===== config.mk =====
export PLATFORM = sky130hd
export DESIGN_NAME = bc_game_controller
export DESIGN_NICKNAME = d
export VERILOG_FILES = /design/src/rtl/bc_pkg.sv /design/src/rtl/bc_scorer.sv /design/src/rtl/bc_game_controller.sv
export SDC_FILE = /design/constraint.sdc
export NUM_CORES = 1
export LEC_CHECK = 0
export ABC_AREA = 1
export ABC_CLOCK_PERIOD_IN_PS = 4300
export CAP_MARGIN = 20
export CORE_MARGIN = 2
export CORE_UTILIZATION = 61
export DETAILED_ROUTE_END_ITERATION = 16
export GPL_TIMING_DRIVEN = 0
export PLACE_DENSITY = 0.89
export SYNTH_ARGS = -nofsm -noshare
export SYNTH_HDL_FRONTEND = slang
export SYNTH_HIERARCHICAL = 1
export SYNTH_SLANG_ARGS = --single-unit

===== constraint.sdc =====
create_clock -name clock -period 4.3 [get_ports clock]
set_input_delay 0.86 -clock clock [delete_from_list [all_inputs] [get_ports clock]]
set_output_delay 0.86 -clock clock [all_outputs]
set_load 0.005 [all_outputs]

===== src/rtl/bc_pkg.sv =====
// Shared types and constants for the Bulls & Cows game controller and its scorer.
// Pure declarations: no logic, no latency, no flow control.
package bc_pkg;

  localparam int DIGITS  = 4;
  localparam int DIGIT_W = 4;
  localparam int CODE_W  = DIGITS * DIGIT_W;

  typedef enum logic [2:0] {
    IDLE           = 3'd0,
    SECRET_J1      = 3'd1,
    SECRET_J2      = 3'd2,
    GUESS_J1       = 3'd3,
    GUESS_J2       = 3'd4,
    WIN_J1         = 3'd5,
    WIN_J2         = 3'd6,
    DISPLAY_RESULT = 3'd7
  } state_t;

  typedef enum logic {
    J1 = 1'b0,
    J2 = 1'b1
  } player_t;

  // idx 0 is the rightmost digit; scoring is position-symmetric so order only matters for bulls.
  function automatic logic [DIGIT_W-1:0] digit(input logic [CODE_W-1:0] c, input int idx);
    return c[idx*DIGIT_W +: DIGIT_W];
  endfunction

endpackage


===== src/rtl/bc_scorer.sv =====
// Combinational Bulls & Cows scorer plus BCD/distinct-digit validity check of the guess.
// Zero latency, no flow control.
module bc_scorer
  import bc_pkg::*;
(
  input  logic [CODE_W-1:0] secret,
  input  logic [CODE_W-1:0] guess,
  output logic [2:0]        bulls,
  output logic [2:0]        cows,
  output logic              valid
);

  logic hit;

  always_comb begin
    bulls = '0;
    cows  = '0;
    valid = 1'b1;
    hit   = 1'b0;
    for (int i = 0; i < DIGITS; i++) begin
      if (digit(guess, i) > 4'd9) valid = 1'b0;
      if (digit(guess, i) == digit(secret, i)) bulls = bulls + 3'd1;
      hit = 1'b0;
      for (int j = 0; j < DIGITS; j++) begin
        if ((j != i) && (digit(guess, i) == digit(secret, j))) hit = 1'b1;
        if ((j > i) && (digit(guess, i) == digit(guess, j))) valid = 1'b0;
      end
      if (hit) cows = cows + 3'd1;
    end
  end

endmodule


===== src/rtl/bc_game_controller.sv =====
// Two-player Bulls & Cows game FSM: secret capture, alternating scored guesses, timed result/win hold.
// Confirm press acts two edges after capture; no backpressure, extra presses in non-consuming states are dropped.
module bc_game_controller
  import bc_pkg::*;
#(
  parameter int unsigned RESULT_CYCLES = 100_000_000,
  parameter int unsigned WIN_CYCLES    = 300_000_000,
  parameter int unsigned TMR_W         = 32
) (
  input  logic              clock,
  input  logic              reset,
  input  logic              confirm,
  input  logic [CODE_W-1:0] code,
  output logic [2:0]        current_state,
  output logic [3:0]        bulls,
  output logic [3:0]        cows,
  output logic [3:0]        wins_j1,
  output logic [3:0]        wins_j2,
  output logic              invalid
);

  localparam logic [TMR_W-1:0] RESULT_LAST = TMR_W'(RESULT_CYCLES - 1);
  localparam logic [TMR_W-1:0] WIN_LAST    = TMR_W'(WIN_CYCLES - 1);

  state_t            state_q, state_d;
  player_t           next_player_q, next_player_d;
  logic [CODE_W-1:0] secret_j1_q, secret_j1_d;
  logic [CODE_W-1:0] secret_j2_q, secret_j2_d;
  logic [2:0]        bulls_q, bulls_d;
  logic [2:0]        cows_q, cows_d;
  logic [3:0]        wins_j1_q, wins_j1_d;
  logic [3:0]        wins_j2_q, wins_j2_d;
  logic [TMR_W-1:0]  timer_q, timer_d;
  logic              invalid_q, invalid_d;
  logic              sync1_q, sync2_q, prev_q;
  logic              tick;

  logic [CODE_W-1:0] score_secret;
  logic [2:0]        sc_bulls, sc_cows;
  logic              sc_valid;

  assign tick         = sync2_q & ~prev_q;
  assign score_secret = (state_q == GUESS_J1) ? secret_j2_q : secret_j1_q;

  bc_scorer u_scorer (
    .secret (score_secret),
    .guess  (code),
    .bulls  (sc_bulls),
    .cows   (sc_cows),
    .valid  (sc_valid)
  );

  always_ff @(posedge clock or negedge reset) begin
    if (!reset) begin
      sync1_q <= 1'b0;
      sync2_q <= 1'b0;
      prev_q  <= 1'b0;
    end else begin
      sync1_q <= confirm;
      sync2_q <= sync1_q;
      prev_q  <= sync2_q;
    end
  end

  always_ff @(posedge clock or negedge reset) begin
    if (!reset) begin
      state_q       <= IDLE;
      next_player_q <= J1;
      secret_j1_q   <= '0;
      secret_j2_q   <= '0;
      bulls_q       <= '0;
      cows_q        <= '0;
      wins_j1_q     <= '0;
      wins_j2_q     <= '0;
      timer_q       <= '0;
      invalid_q     <= 1'b0;
    end else begin
      state_q       <= state_d;
      next_player_q <= next_player_d;
      secret_j1_q   <= secret_j1_d;
      secret_j2_q   <= secret_j2_d;
      bulls_q       <= bulls_d;
      cows_q        <= cows_d;
      wins_j1_q     <= wins_j1_d;
      wins_j2_q     <= wins_j2_d;
      timer_q       <= timer_d;
      invalid_q     <= invalid_d;
    end
  end

  always_comb begin
    state_d       = state_q;
    next_player_d = next_player_q;
    secret_j1_d   = secret_j1_q;
    secret_j2_d   = secret_j2_q;
    bulls_d       = bulls_q;
    cows_d        = cows_q;
    wins_j1_d     = wins_j1_q;
    wins_j2_d     = wins_j2_q;
    timer_d       = '0;
    invalid_d     = 1'b0;

    case (state_q)
      IDLE: begin
        secret_j1_d = '0;
        secret_j2_d = '0;
        bulls_d     = '0;
        cows_d      = '0;
        if (tick) state_d = SECRET_J1;
      end
      SECRET_J1: begin
        if (tick) begin
          if (sc_valid) begin
            secret_j1_d = code;
            state_d     = SECRET_J2;
          end else begin
            invalid_d = 1'b1;
          end
        end
      end
      SECRET_J2: begin
        if (tick) begin
          if (sc_valid) begin
            secret_j2_d = code;
            state_d     = GUESS_J1;
          end else begin
            invalid_d = 1'b1;
          end
        end
      end
      GUESS_J1: begin
        if (tick) begin
          if (sc_valid) begin
            bulls_d = sc_bulls;
            cows_d  = sc_cows;
            if (sc_bulls == 3'd4) begin
              state_d = WIN_J1;
              if (wins_j1_q != 4'hF) wins_j1_d = wins_j1_q + 4'd1;
            end else begin
              state_d       = DISPLAY_RESULT;
              next_player_d = J2;
            end
          end else begin
            invalid_d = 1'b1;
          end
        end
      end
      GUESS_J2: begin
        if (tick) begin
          if (sc_valid) begin
            bulls_d = sc_bulls;
            cows_d  = sc_cows;
            if (sc_bulls == 3'd4) begin
              state_d = WIN_J2;
              if (wins_j2_q != 4'hF) wins_j2_d = wins_j2_q + 4'd1;
            end else begin
              state_d       = DISPLAY_RESULT;
              next_player_d = J1;
            end
          end else begin
            invalid_d = 1'b1;
          end
        end
      end
      DISPLAY_RESULT: begin
        timer_d = timer_q + TMR_W'(1);
        if (tick || (timer_q == RESULT_LAST))
          state_d = (next_player_q == J1) ? GUESS_J1 : GUESS_J2;
      end
      WIN_J1, WIN_J2: begin
        timer_d = timer_q + TMR_W'(1);
        if (tick || (timer_q == WIN_LAST)) begin
          state_d     = IDLE;
          secret_j1_d = '0;
          secret_j2_d = '0;
          bulls_d     = '0;
          cows_d      = '0;
        end
      end
      default: state_d = IDLE;
    endcase

    // Any state change restarts the hold timer so each timed state counts from zero.
    if (state_d != state_q) timer_d = '0;
  end

  assign current_state = state_q;
  assign bulls         = {1'b0, bulls_q};
  assign cows          = {1'b0, cows_q};
  assign wins_j1       = wins_j1_q;
  assign wins_j2       = wins_j2_q;
  assign invalid       = invalid_q;

endmodule


==> results.cfg <==
[status]
status = finished clean

[worst_setup_path]
crit_start = current_state[0]
rr_endpoint = timer_q[4]
endpoint_kind = flip-flop
rrSetupSlack_ps = 180
crit_top_cell = nand2_1
reg2reg_depth = 32
endpoint = timer_q[4]
path_max_fanout = 10
cp_slowest_cell = dfrtp_1
r2r-start = current_state[0]
cp.required_ps = 4570
slowest_delay_ps = 400
setup.worst_path.class = flip-flop to flip-flop
cp-start-kind = flip-flop
cp.arrival_ps = 4390

[yosys]
yosysSeqAreaShare = 0.326
syn_area_um2 = 6590
yosys_warnings = 6
synth_top_area_share = 0.326
synth_adder_area_share = 0.0171
ys_top_cells_by_area = dfrtp_1, nand2_1, inv_1
synthDistinctLibCells = 44
yosys_register_bits = 86
synth.avg_cell_area_um2 = 7.20
synthCells = 915
synthXorXnorAreaFrac = 0.0928
synth_mux_area_frac = 0.00342
synth_area_leader_cell = dfrtp_1
synthSimpleGateAreaFrac = 0.377
synth_top_family_by_area = simple AND/OR/NAND/NOR gates
synth_compound_area_frac = 0.0765

[detailed_routing]
drc = 0
avgRoutedWirePerCell_um = 14.3
first_pass_iters = 5
drtAntennaViolNets = 0
vias = 6060
drtIter0Drc = 424
viasPerCell = 5.46
wirelength_um = 15900

[cts]
cts_tree = yes
numCtsBuffers = 9
cts-root-buf = clkbuf_8
h-tree-depth = 3
hold_buffers = 0
path_clk_slew_ps = 100
cts_max_path_buffers = 2
cts.sinks = 86
insertion_delay_ps = 390

[power]
internal_power_mw = 2.02
total_power_mw = 3.74
pwr-share-clk = 0.153
pwr-share-seq = 0.258
combPwrFrac = 0.588
p_leak_nw = 3.47
switchingPower_mw = 1.72
peakVddDrop_mv = 0.381
power_density_nw_per_um2 = 498
p_sw_frac = 0.459

[sta]
holdWs_ps = 360
timing_hold_violations_final = 0
final-max-slew-violation-count = 0
setup_viol = 0
min_period_ps = 4120
worst_slack_ps = 184
clock.fmax_ghz = 0.243
period_share = 0.957
worst_pin_slew_ps = 577
relSlewSlack = 0.610
fin_tns_setup_ps = 0
clock_skew_ps = 16.7

[global_routing]
antenna_found_initial = 0
grt_overflow = 0
grt.total_usage = 0.287
grt_pass1_vias = 5670
grt_max_degree = 53
grt_pass1_wl_um = 26500

[worst_hold_path]
whs_path_depth = 0
min_path_type = flip-flop to flip-flop

[placed_design]
placed_area_um2 = 7150
pre_cts_slack_ps = -174
place_congestion = 1.00
port_buffers = 36
dp.cells = 1089
hpwl_um = 11400

[layout]
area_delta_synth_final_pct = 14.1
finalInstanceArea_um2 = 7520
diodes = 0
instances_no_fill = 1110
fillerInstances = 824
drive_above_1_share = 0.156
final_util = 0.722
nets = 999

[flow_run]
maxCapViolCount = 0

[die]
num_rows = 37
core_um2 = 10400
die_area_um2 = 11700
die_y_um = 108
die-width_um = 108
ios = 39
start_util = 0.633
[cells in the mapped netlist]
library cell	number
xnor2_1	40
xor2_1	28
o311ai_0	1
nand4_1	27
ha_1	9
nand2_1	281
nor2_2	9
inv_1	98
a21o_1	1
mux2_2	2
a21boi_0	1
o21ai_2	1
buf_12	3
dfrtp_1	86
o21ai_1	5
o31ai_1	34
nand3_2	4
or2_2	8
inv_2	13
o22ai_1	3
clkbuf_2	2
o21bai_1	2
nand3_4	2
nand3_1	51
buf_2	12
a21oi_1	13
nor3_1	10
o21ai_0	17
conb_1	1
o211ai_1	1
or2_1	2
nor3b_1	2
and2_1	1
nor2_1	70
nand2_2	12
buf_6	5
clkbuf_1	11
nor4_1	4
buf_4	7
nor4_2	1
buf_1	1
nand3b_1	2
nor2_4	31
xor2_2	1
[routing by layer]
metal,up-vias,track usage,share of wire
li1,2994,-,-
met1,2806,0.377,0.44
met2,222,0.483,0.48
met3,38,0.0476,0.059
met4,0,0.0934,0.024
met5,-,0,0
[registers in the layout, indices dropped and copies added (netlist names), 3 cells and up]
| signal | flops |
|---|---|
| timer_q | 32 |
| secret_j2_q | 16 |
| secret_j1_q | 16 |
| wins_j1 | 4 |
| wins_j2 | 4 |
| current_state | 3 |
| cows_q | 3 |
| bulls_q | 3 |
[power groups by stage]
stage               Clock [mW]  Combinational (mW)  Sequential (mW)
detailed placement           0                1.93            0.979
CTS                      0.583                1.94            0.964
global placement             0                1.90            0.975
floorplan                    0                1.54            0.967
global route             0.620                2.41            0.981
finish                   0.574                2.20            0.967
[area by class of cell]
| class | count | area [um^2] | share of cell area |
|---|---|---|---|
| plain buffers | 40 | 298 | 0.0396 |
| multi-input cells | 678 | 3800 | 0.505 |
| well taps | 136 | 170 | 0.0226 |
| inverters | 111 | 419 | 0.0557 |
| clock buffers | 9 | 124 | 0.0165 |
| flip-flops and latches | 86 | 2150 | 0.286 |
| repair buffers | 45 | 498 | 0.0662 |
| clock inverters | 5 | 61.3 | 0.00815 |
[worst min-delay path by stage]
stage	end	start	slack [ps]
2_1_floorplan	sync2_q	sync1_q	330
3_3_place_gp	sync2_q	sync1_q	330
3_5_place_dp	sync2_q	sync1_q	340
4_1_cts	sync2_q	sync1_q	360
5_1_grt	sync2_q	sync1_q	370
6_report	sync2_q	sync1_q	360
[critical path, delay by kind of cell, from the launching register on]
kind	cells	cell delay [ps]
buffers and inverters	8	950
and+or+nand+nor	20	1830
adders and majority gates	2	460
DFF	1	400
xor gates and xnor gates	2	340
[repair_timing]
item	CTS	global route
setup endpoints to repair	32	32
cloned	0	3
resized for setup	4	21
setup buffers	0	5
pin swaps	0	8
[placed cells by master (no fill, tap or decap), drive strengths merged]
| cell type | n |
|---|---|
| nand4 | 27 |
| xnor2 | 40 |
| a21boi | 1 |
| o21ai | 23 |
| o21bai | 2 |
| buf | 36 |
| bufinv | 1 |
| a21oi | 13 |
| xor2 | 29 |
| inv | 112 |
| and2 | 1 |
| nor2 | 110 |
| or2 | 10 |
| o22ai | 3 |
| o311ai | 1 |
| nor3 | 10 |
| conb | 2 |
| clkbuf | 23 |
| a21o | 1 |
| nor3b | 2 |
| nand2 | 293 |
| clkinvlp | 3 |
| o211ai | 1 |
| nand3 | 57 |
| clkdlybuf4s50 | 35 |
| nand3b | 2 |
| dfrtp | 86 |
| ha | 9 |
| o31ai | 34 |
| mux2 | 2 |
| nor4 | 5 |
[cell families (layout without fill, tap and decap cells)]
family / Yosys count / count (layout)
AOI/OAI and AO/OA: 79 / 79
xor gates and xnor gates: 69 / 69
adders and majority gates: 9 / 9
buffers and inverters: 152 / 210
DFF: 86 / 86
muxes: 2 / 2
other: 1 / 2
and+or+nand+nor: 517 / 517
Power figures use the tool's default switching activity.
==> RTL change 1 (same flow settings) <==
`TMR_W`: 32 -> 36.
--- a/src/rtl/bc_game_controller.sv
+++ b/src/rtl/bc_game_controller.sv
@@ -7,3 +7,3 @@
   parameter int unsigned WIN_CYCLES    = 300_000_000,
-  parameter int unsigned TMR_W         = 32
+  parameter int unsigned TMR_W         = 36
 ) (
Behaviour: no difference found for any inputs over 10 cycles, from zero or initial values and one cycle with reset low; that may be too few to reach the edited logic, so the function may still have changed.
==> RTL change 1 against the original RTL <==
Register-to-register slack worse by 0.04 ns. Power increased by 10%. Wire length grew 10%. Synthesized area fell by 1.1%. Cell area rose by 1.5%. Sequential cell count grew 4. Worst setup slack got worse by 0.13 ns. Global-route usage up 1.9 points.
==> RTL change 1: results (changes against the original RTL) <==
- Post-CTS Resized: 21 (+17)
- Via density per instance: 5.75 (+5.3%)
- CP endpoint: timer_q[18]
- Xor/xnor share of the synthesized area: 0.0938 (+0.000997)
- CP peak stage delay: 0.57 ns (+0.17 ns)
- Register share of total power: 0.250 (-0.008)
- Worst vdd ir: 364 uV (-4.4%)
- Largest net degree at the start of global routing: 72 (+36%)
- Initial antenna violation count: 0 (unchanged)
- Switching share of power: 0.453 (-0.00644)
- Distinct cells, synth: 40 (-9.1%)
- Vias in the first global route: 5833 (+2.9%)
- Worst hold margin: 0.356 ns (-0.00440 ns)
- Tmin final: 4.25 ns (+0.130 ns)
- First-pass GRT wire length: 27.9 mm (+5.1%)
- Adder-cell share of the synthesized area: 0.0173 (+0.000184)
- Warnings, synthesis: 6 (unchanged)
- Clock Latency Late Sink: 0.37 ns (-0.02 ns)
- Post-CTS setup repair buffer count: 3 (+3)
- Flop+latch power: 1.03 mW (+7%)
- Clock Skews: 0.00783 ns (-0.00890 ns)
- WL/cell: 15.3 um (+6.8%)
- Biggest regs: timer_q: 36 flops, secret_j1_q: 16 flops, secret_j2_q: 16 flops
- Post-synthesis sequential area ratio: 0.345 (+0.0189)
- Layout cells sized above 1: 0.144 (-0.0121)
- Slew @ Worst Pin: 0.911 ns (+0.334 ns)
- Slowest CP cell: clkdlybuf4s50_1
- Synth top cells by count: nand2_1, inv_1, nor2_1
- Placer Congestion: 0.981 (-2.2%)
- Half-perimeter wire length after placement: 12.5 mm (+9.3%)
- Final net count: 1030 (+3.1%)
- Power Combinational: 2.42 mW (+10%)
- HP Class: in2async
- 1st-iter DRT viols: 714 (+68%)
- CP Max Fanout: 8 (-2)
- Reg2Reg Depth: 28 (-13%)
- Pre-CTS setup slack: -0.860 ns (-0.686 ns)
- CP arrival: 4.55 ns (+0.16 ns)
- DRT antenna net count: 0 (unchanged)
- Largest cells by area after synthesis: dfrtp_1, nand2_1, inv_1
- Status: finished clean
- Dpl cell area: 7080 sq um (-0.98%)
- Cell leakage power: 3.46 nW (about the same)
- Synth Area in Compound Gates: 0.0804 (+0.00389)
- Setup slack, reg-to-reg: 0.14 ns (-0.04 ns)
- Tot GR Track Use: 0.305 (+0.0185)
- Mux cell area share after synthesis: 0.00345 (+0.0000367)
- Crit path from: code[5]
- First-pass DRT Iterations: 8 (+3)
- Reg2reg start: current_state[0]
## RTL change 1: changes by cell type after synthesis, moves of 7 or more
cell and change:
a21oi_1 +7, inv_1 +9, nand2_1 -49, nand3_1 +25, nor2_1 +29, nor2_4 -29
o21ai_0 +55, o31ai_1 -34
## RTL change 1: through the flow
stage,TNS [ns],cells
2_1_floorplan,0,940
3_3_place_gp,-99.07,1112
3_5_place_dp,-32.15,1113
4_1_cts,0,1132
5_1_grt,-2.68,1143
6_report,0,1143
## RTL change 1: routing by layer
| layer | vias to the layer above | share of wire | GRT usage |
|---|---|---|---|
| met5 | - | 0 | 0 |
| met4 | 0 | 0.022 | 0.108 |
| met3 | 49 | 0.10 | 0.0478 |
| met2 | 396 | 0.46 | 0.471 |
| met1 | 3016 | 0.42 | 0.437 |
| li1 | 3112 | - | - |
## RTL change 1: final cells by class
class	instances	area (sq um)
sequential	90	2250
fill	800	2730
clock buffer	11	151
clock inverter	5	83.8
inverter	118	445
buffer	41	314
timing repair buffer	50	520
multi-input combinational	692	3700
tap	136	170
==> RTL change 2 (config.mk and constraints unchanged) <==
Made on the original files. Register the output `bulls`; this adds one clock of latency there. The other outputs are not delayed to match.
--- a/src/rtl/bc_game_controller.sv
+++ b/src/rtl/bc_game_controller.sv
@@ -23,2 +23,4 @@
   localparam logic [TMR_W-1:0] WIN_LAST    = TMR_W'(WIN_CYCLES - 1);
+
+  logic [3:0] bulls_c;
 
@@ -187,3 +189,3 @@
   assign current_state = state_q;
-  assign bulls         = {1'b0, bulls_q};
+  assign bulls_c       = {1'b0, bulls_q};
   assign cows          = {1'b0, cows_q};
@@ -193,2 +195,6 @@
 
+  always_ff @(posedge clock) begin
+    bulls <= bulls_c;
+  end
+
 endmodule
Formal check against the unedited RTL: not equivalent (a bounded check fails within 10 cycles, from zero or initial values and one cycle with reset low).
==> RTL change 2 against the original RTL <==
Clock skew shrank 0.0040 ns. Via count grew 2.9%. Die area grew 0.87%. Cell area grew 3.4%. Clock power shrank 8.0%. Power grew 4.5%. Sequential cell count grew 3. Wire length grew 7.1%. Non-clock buffer count grew 14. Synthesized area grew 0.91%. Worst setup slack lost 0.073 ns. Largest power group unchanged. Highest routed layer unchanged.
==> RTL change 2: results (changes against the original RTL) <==
- CP Max Fanout: 8 (-2)
- Slowest CP cell: dfrtp_1
- Final net count: 1016 (+1.7%)
- Layout cells sized above 1: 0.177 (+0.0214)
- First-pass GRT wire length: 26.9 mm (+1.5%)
- Vias: 6238 (+2.9%)
- Clock Skews: 0.0127 ns (-0.00399 ns)
- Worst hold margin: 0.358 ns (-0.00269 ns)
- HP Class: reg2reg
- Initial antenna violation count: 0 (unchanged)
- Largest cells by area after synthesis: dfrtp_1, nand2_1, inv_1
- Clock transition at path regs: 0.09 ns
- Fillers: 824 (unchanged)
- Biggest regs: timer_q: 32 flops, secret_j1_q: 16 flops, secret_j2_q: 16 flops
- Reg2reg start: current_state[0]
- Largest net degree at the start of global routing: 57 (+7.5%)
- PortBufs: 36 (unchanged)
- 1st-iter DRT viols: 546 (+29%)
- First-pass DRT Iterations: 5 (unchanged)
- Vias in the first global route: 5730 (+1.1%)
- WHS Path Cells: 0 (unchanged)
- Reg-to-Reg End: timer_q[22]
- Cell leakage power: 3.61 nW (+4.0%)
- Worst vdd ir: 408 uV (+7.3%)
- Dpl cell area: 7220 sq um (+0.91%)
- CTS Buf Count: 9 (unchanged)
- Min-delay src: sync1_q
- Synth top cells by count: nand2_1, inv_1, dfrtp_1
- Status: finished clean
- Setup slack, reg-to-reg: 0.11 ns (-0.07 ns)
- Hold endpoint: sync2_q
- Tot GR Track Use: 0.293 (+0.00618)
- CP arrival: 4.45 ns (+0.06 ns)
- Pre-CTS setup slack: -0.355 ns (-0.181 ns)
- Max clock buf depth: 2 (unchanged)
- Ys async rst share: 0.966 (-0.0337)
- Distinct cells, synth: 45 (+2.3%)
- CTS H-tree lvls: 3 (unchanged)
- Placer Congestion: 0.963 (-4.1%)
- Reg2Reg Depth: 32 (unchanged)
- Post-synthesis sequential area ratio: 0.333 (+0.00608)
- Antenna fix cells: 0 (unchanged)
- CP peak stage delay: 0.38 ns (-0.02 ns)
- Fin worst setup slack: 0.110 ns (-0.0733 ns)
- WL/cell: 15.1 um (+5.0%)
- Clock Latency Late Sink: 0.39 ns (about the same)
- Slew Limit Headroom: 0.585 (-0.0257)
- Warnings, synthesis: 6 (unchanged)
- Half-perimeter wire length after placement: 11.9 mm (+4.4%)
- CTS root buffer: clkbuf_8
==> RTL change 2: cell types whose count changed after synthesis, sizes merged <==
cell / delta
dfxtp: +3
==> RTL change 2: worst max-delay path, delay by kind of cell (launching register included) <==
| family | cells | cell delay (ns) |
|---|---|---|
| adders and majority gates | 2 | 0.47 |
| DFF | 1 | 0.38 |
| buffers and inverters | 8 | 0.94 |
| and+or+nand+nor | 20 | 1.91 |
| xor gates and xnor gates | 2 | 0.37 |
==> RTL change 2: timing repair <==
item                       in CTS  in global routing
setup endpoints to repair      32                 32
setup buffers                   2                 15
pin swaps                       3                 17
cloned                          1                  3
resized for setup              15                 31
==> RTL change 2: layout make-up <==
cell class	instances	share of cell area
multi-input cells	678	0.496
clock inverters	6	0.00563
inverters	111	0.0542
well taps	140	0.0225
clock buffers	9	0.0159
plain buffers	41	0.0407
repair buffers	58	0.0806
flip-flops and latches	89	0.285
==> RTL change 2: cells by family (layout without fill, tap and decap cells) <==
logic type / Yosys count / count (layout) / synth area share
DFF: 89 / 89 / 0.333
other: 1 / 2 / 0.000564
and+or+nand+nor: 517 / 517 / 0.373
adders and majority gates: 9 / 9 / 0.0169
AOI/OAI and AO/OA: 79 / 79 / 0.0758
buffers and inverters: 152 / 225 / 0.105
xor gates and xnor gates: 69 / 69 / 0.0920
muxes: 2 / 2 / 0.00339
==> RTL change 2: worst max path at each step <==
stage	from	endpoint	cells after the start
floorplan	current_state[0]	timer_q[6]	32
global placement	reset	timer_q[18]	1
detailed placement	code[6]	timer_q[6]	26
CTS	current_state[0]	timer_q[26]	31
global route	current_state[0]	timer_q[22]	32
finish	current_state[0]	timer_q[22]	32
==> RTL change 2: report_power, final <==
group	internal [mW]	switching [mW]
sequential	0.938	0.0587
clock	0.211	0.317
combinational	0.958	1.43
==> RTL change 2: per-layer routing <==
metal  share of wire  vias to the layer above  track usage
met5               0                        -            0
met4           0.017                        0       0.0989
met3           0.079                       29       0.0747
met2            0.48                      276        0.462
met1            0.42                     2901        0.393
li1                -                     3032            -
==> RTL change 2: through the flow <==
step / std cells / power (mW) / util
global placement: 1095 / 2.90 / 0.669
global route: 1132 / 4.18 / 0.724
floorplan: 919 / 2.54 / -
CTS: 1114 / 3.61 / 0.697
finish: 1132 / 3.91 / 0.724
detailed placement: 1096 / 2.96 / 0.672
